[config.mk]
export PLATFORM = sky130hd
export DESIGN_NAME = lev_multicycle_sequencer
export DESIGN_NICKNAME = d
export VERILOG_FILES = /design/src/rtl/lev_multicycle_sequencer.sv
export SDC_FILE = /design/constraint.sdc
export NUM_CORES = 1
export LEC_CHECK = 0
export BUFFER_PORTS_ARGS = -buffer_cell sky130_fd_sc_hd__buf_4
export CAP_MARGIN = 5
export CORE_MARGIN = 1
export CORE_UTILIZATION = 30
export DETAILED_ROUTE_END_ITERATION = 16
export SLEW_MARGIN = 20
export SYNTH_ARGS = -nofsm -noshare
export SYNTH_HDL_FRONTEND = slang
export SYNTH_SLANG_ARGS = --single-unit
[constraint.sdc]
create_clock -name clock -period 5.6 [get_ports clock]
set_input_delay 0.28 -clock clock [delete_from_list [all_inputs] [get_ports clock]]
set_output_delay 0.28 -clock clock [all_outputs]
set_load 0.01 [all_outputs]
[src/rtl/lev_multicycle_sequencer.sv]
// lev_multicycle_sequencer: multicycle LEGv8 control sequencer with memory stall, timeout fault and illegal detect
//   in : clock, reset (async, active-low), IR[31:0], status {N,Z,C,V}, zero, mem_ready
//   out: state[2:0] (0 FETCH,1 DECODE,2 EXEC,3 MEM,4 WB,7 FAULT), mem_req, mem_write, ir_load,
//        reg_write, status_load, pc_sel[1:0] (00 hold,01 PC+4,10 PC+k,11 reg), k[DATA_W-1:0], illegal
module lev_multicycle_sequencer #(
    parameter int DATA_W      = 64,
    parameter int MEM_TIMEOUT = 15
) (
    input  logic              clock,
    input  logic              reset,
    input  logic [31:0]       IR,
    input  logic [3:0]        status,
    input  logic              zero,
    input  logic              mem_ready,
    output logic [2:0]        state,
    output logic              mem_req,
    output logic              mem_write,
    output logic              ir_load,
    output logic              reg_write,
    output logic              status_load,
    output logic [1:0]        pc_sel,
    output logic [DATA_W-1:0] k,
    output logic              illegal
);
    localparam logic [2:0] FETCH = 3'd0, DECODE = 3'd1, EXEC = 3'd2, MEM = 3'd3, WB = 3'd4, FAULT = 3'd7;
    localparam logic [15:0] LAST = 16'(MEM_TIMEOUT - 1);

    logic c_dpi, c_br, c_ls, c_dpr, is_mov, is_shift, is_b, is_cb, is_bc, is_brr, d_flags, bad_imm, d_illegal;
    logic [63:0] k64;
    logic [15:0] cnt;
    logic [2:0] nxt;
    logic r_dp, r_ls, r_store, r_uncond, r_bl, r_cb, r_cbnz, r_bc, r_brr, r_flags;
    logic [3:0] r_cond;
    logic n_f, z_f, c_f, v_f, cond_base, taken, expired, run;

    // class from IR[28:25]; the four patterns are mutually exclusive
    assign c_dpi = IR[28:26] == 3'b100;
    assign c_br  = IR[28:26] == 3'b101;
    assign c_ls  = IR[27] & ~IR[25];
    assign c_dpr = IR[27:25] == 3'b101;

    assign is_mov   = c_dpi && (IR[31:23] == 9'b110100101 || IR[31:23] == 9'b111100101);
    assign is_shift = c_dpi && IR[31:22] == 10'b1101001101;
    assign is_b     = c_br && IR[30:26] == 5'b00101;
    assign is_cb    = c_br && IR[31:25] == 7'b1011010;
    assign is_bc    = c_br && IR[31:24] == 8'b01010100;
    assign is_brr   = c_br && !is_b && !is_cb && !is_bc;
    // ORR/ORRI share IR[29] with the S forms, so flag setters are matched exactly
    assign d_flags  = (c_dpi && IR[31:22] inside {10'b1011000100, 10'b1111000100, 10'b1111001000})
                   || (c_dpr && IR[31:21] inside {11'b10101011000, 11'b11101011000, 11'b11101010000});
    assign bad_imm  = (is_mov && DATA_W == 32 && IR[22]) || (is_shift && 32'(IR[15:10]) >= DATA_W);
    assign d_illegal = !(c_dpi || c_br || c_ls || c_dpr) || bad_imm;

    // built 64 bits wide then truncated, so sign extension is right for either DATA_W
    assign k64 = is_mov   ? {48'b0, IR[20:5]} << {IR[22:21], 4'b0} :
                 is_shift ? {58'b0, IR[15:10]} :
                 c_dpi    ? {52'b0, IR[21:10]} :
                 is_b     ? {{36{IR[25]}}, IR[25:0], 2'b00} :
                 (is_cb || is_bc) ? {{43{IR[23]}}, IR[23:5], 2'b00} :
                 c_ls     ? {{55{IR[20]}}, IR[20:12]} : 64'b0;

    assign {n_f, z_f, c_f, v_f} = status;
    assign cond_base = r_cond[3:1] == 3'd0 ? z_f :
                       r_cond[3:1] == 3'd1 ? c_f :
                       r_cond[3:1] == 3'd2 ? n_f :
                       r_cond[3:1] == 3'd3 ? v_f :
                       r_cond[3:1] == 3'd4 ? (c_f & ~z_f) :
                       r_cond[3:1] == 3'd5 ? (n_f == v_f) :
                       r_cond[3:1] == 3'd6 ? (~z_f & (n_f == v_f)) : 1'b0;
    // odd codes invert the even ones; 1110/1111 are always taken
    assign taken = r_uncond | (r_cb & (zero ^ r_cbnz)) | (r_bc & ((&r_cond[3:1]) | (cond_base ^ r_cond[0])));

    assign expired = MEM_TIMEOUT != 0 && cnt == LAST;
    assign nxt = state == FETCH  ? (mem_ready ? DECODE : expired ? FAULT : FETCH) :
                 state == DECODE ? (d_illegal ? FAULT : EXEC) :
                 state == EXEC   ? (r_ls ? MEM : FETCH) :
                 state == MEM    ? (mem_ready ? (r_store ? FETCH : WB) : expired ? FAULT : MEM) :
                 state == WB     ? FETCH : FAULT;

    always_ff @(posedge clock or negedge reset)
        if (!reset) begin
            state    <= FETCH;
            k        <= '0;
            illegal  <= 1'b0;
            cnt      <= '0;
            r_dp     <= 1'b0;
            r_ls     <= 1'b0;
            r_store  <= 1'b0;
            r_uncond <= 1'b0;
            r_bl     <= 1'b0;
            r_cb     <= 1'b0;
            r_cbnz   <= 1'b0;
            r_bc     <= 1'b0;
            r_brr    <= 1'b0;
            r_flags  <= 1'b0;
            r_cond   <= 4'b0;
        end else begin
            state <= nxt;
            cnt   <= ((state == FETCH || state == MEM) && !mem_ready) ? cnt + 16'd1 : 16'd0;
            if (state == DECODE) begin
                k        <= k64[DATA_W-1:0];
                illegal  <= illegal | d_illegal;
                r_dp     <= c_dpi | c_dpr;
                r_ls     <= c_ls;
                r_store  <= c_ls & ~IR[22];
                r_uncond <= is_b;
                r_bl     <= is_b & IR[31];
                r_cb     <= is_cb;
                r_cbnz   <= IR[24];
                r_bc     <= is_bc;
                r_brr    <= is_brr;
                r_flags  <= d_flags;
                r_cond   <= IR[3:0];
            end
        end

    // strobes are gated by reset so they drop the instant reset asserts
    assign run         = reset;
    assign mem_req     = run && (state == FETCH || state == MEM);
    assign ir_load     = run && state == FETCH && mem_ready;
    assign mem_write   = run && state == MEM && r_store;
    assign reg_write   = run && ((state == EXEC && (r_dp || r_bl)) || state == WB);
    assign status_load = run && state == EXEC && r_flags;
    assign pc_sel      = (run && state == EXEC) ? (r_brr ? 2'b11 : taken ? 2'b10 : 2'b01) : 2'b00;
endmodule

==> impl_metrics.tcl <==
set metrics [dict create \
    status "complete, no violations" \
    gp_congestion 0.856 \
    period_needed_ps 2710 \
    fin_nets 748 \
    dp_slack_ps 2810 \
    worst_hold_path_type "primary input to flop" \
    root_buffer "clkbuf_16" \
    cpMaxStageDelayCell "buf_4" \
    cts_made_buffers 9 \
    worstSkewPairLatency_ps 360 \
    antenna_found_initial 0 \
    cts_setup_buffers 0 \
    cp.required_ps 5320 \
    ir_drop_uv 265 \
    place_area_mm2 0.00618 \
    finalCritPeriodShare 0.484 \
    final_hold_viol_count 0 \
    avgSynthCellArea_um2 8.42 \
    crit_top_cell "buf_4" \
    worst_setup_path_end_kind "output pin" \
    startpoint "reset" \
    core_mm2 0.0168 \
    p_per_area_mw_per_mm2 432 \
    antenna_cells 0 \
    ys_seq_area_frac 0.468 \
    slew_viol_final 0 \
    crit_buf_inv 4 \
    synth_edf_count 0 \
    hold_buffers 1 \
    final_area_mm2 0.00650 \
    p_leak_nw 2.72 \
    fmax_mhz 369 \
    firstDrtPassIters 6 \
    ys_ff_latch 98 \
    dr.first_iter.drc_count 371 \
    grt_max_degree 82 \
    synthToLayoutAreaGrowth_pct 24.1 \
    die_h_um 134 \
    grt-ovfl-total 0 \
    clock_path_buffers 2 \
    tns_ps 0 \
    worstSetupPathType "primary input to output pin" \
    dieWidth_um 134 \
    syn-num-nets 664 \
    slew_headroom 0.262 \
    r2r-start "state[0]" \
    crit_arrival_ps 2430 \
    routed_wirelength_um 16400 \
    dieArea_mm2 0.0180 \
    path_cells "dlygate4sd3_1 > buf_4 > buf_4 > and3_1 > buf_4" \
    rows 47 \
    grt_pass1_wl_um 26500 \
    hold_ws_ps 142 \
    synthCells 622 \
    ys_warn_count 0 \
    startpoint_type "primary input" \
    hpwlAfterDp_um 11200 \
    ant_nets 0 \
    cts.reportedPaths.clkPinSlew_ps 60 \
    max_stage_delay_ps 690 \
    cp_max_fo 58 \
    finalSetupViolCount 0 \
    synth_top_area_frac 0.468 \
    drc 0 \
    drive_gt1_frac 0.204 \
    min_from "IR[0]" \
    synth_area_leaders "dfrtp_1 47%, nand2_1 9.0%, a21oi_1 7.4%" \
    yosysUniqueCellTypes 52 \
    ioPinCount 115 \
    yosys.area.top_type "dfrtp_1" \
    via_count 4804 \
    synthFlopType "dfrtp_1" \
    setup_slack_ps 2890 \
    tightestPinTransition_ps 1100 \
    clock_skew_ps 11.3 \
    routed_via_density 5.17 \
    track_usage 0.191 \
    dp.cells 914 \
    grt_pass1_vias 4694 \
    maxCapViolCount 0 \
    portBuffers 114 \
    async_flop_share 1.00 \
    initial_core_util 0.311 \
    cp_top_family "buffers and inverters" \
    clock_sinks 98 \
    cts.htree.levels 3 \
    rsz0062_at_grt "false" \
    cts_resized 0 \
    cts_tree "done" \
    wl_per_cell_um 17.6 \
    final_cells 930 \
    netlist_area_mm2 0.00524 \
]
## cell families (layout without fill, tap and decap cells)
family,count (synthesis),after routing,synth area share
adders and majority gates,2,2,0.00478
DFF,98,98,0.468
and+or+nand+nor,285,285,0.257
buffers and inverters,53,141,0.0475
AOI/OAI and AO/OA,170,170,0.199
xor gates and xnor gates,12,12,0.0201
muxes,2,2,0.00382
## tightest hold or removal path, cell delays in order
cell and delay (ps):
buf_4 90, nand2_1 40, nand2_1 40
## state kept, by name (all words and copies together), names as in the netlist
signal	flops
cnt	16
illegal	1
k	64
r_bc	1
r_bl	1
r_brr	1
r_cb	1
r_cbnz	1
r_cond	4
r_dp	1
r_flags	1
r_ls	1
r_store	1
r_uncond	1
state	3
## per-stage QoR
| step | power, mW | util |
|---|---|---|
| after global placement | 2.15 | 0.368 |
| final | 2.81 | 0.387 |
| after detailed placement | 2.16 | 0.368 |
| after floorplan | 1.61 | - |
| after global routing | 2.99 | 0.387 |
| after CTS | 2.84 | 0.387 |
## metal layers
layer  wire [um]  global-route usage
met5           0                   0
met4         298              0.0474
met3        1350              0.0525
met2        7790               0.305
met1        6970               0.254
## cells in the mapped netlist (all sizes together), types with 3 or more instances
cell,instances
o22ai,3
or3,6
nand2,125
nand3b,4
nor4,8
o41ai,3
nand3,6
inv,7
a221oi,20
dfrtp,98
and3,5
buf,15
nand4,5
xor2,10
o21ai,36
nand2b,7
nor2b,6
a21oi,77
clkbuf,31
a31oi,14
nor2,85
nor3,16
## path summary, 6_finish.rpt
check / to / slack (ps) / cells past startpoint
min reg2reg: r_flags / 460 / 2
min in group asynchronous: state[2] / 470 / 2
max reg2reg: k[3] / 3230 / 6
max: reg_write / 2890 / 5
max in group asynchronous: k[6] / 3980 / 3
min: r_cond[0] / 140 / 3
## cells in the final DEF, fill, tap and decap left out, types with 3 or more instances in the layout
cell type	count
clkbuf_16	9
or3_1	6
nor3_1	14
nor2_1	85
a31oi_1	14
a21oi_1	77
and3_1	5
nor4_1	3
nor2b_1	6
xor2_1	10
dfrtp_1	98
o21ai_0	32
inv_1	7
nand3b_1	4
nand2_1	125
o41ai_1	3
nand3_1	6
nand2b_1	7
nor4_4	5
o21ai_1	4
nand4_1	5
o22ai_1	3
a221oi_1	19
buf_4	118
## area by class of cell
type                            count  area [um^2]
Fill cell                        1832        10300
Inverter                            7         26.3
Sequential cell                    98         2450
Clock inverter                      4         76.3
Multi-Input combinational cell    471         2540
Clock buffer                       11          233
Timing Repair Buffer              119          896
Tap cell                          220          275
## report_power, final
group / switching [mW] / internal (mW)
clock: 0.276 / 0.392
combinational: 0.463 / 0.486
sequential: 0.198 / 0.992
Power figures use the tool's default switching activity.
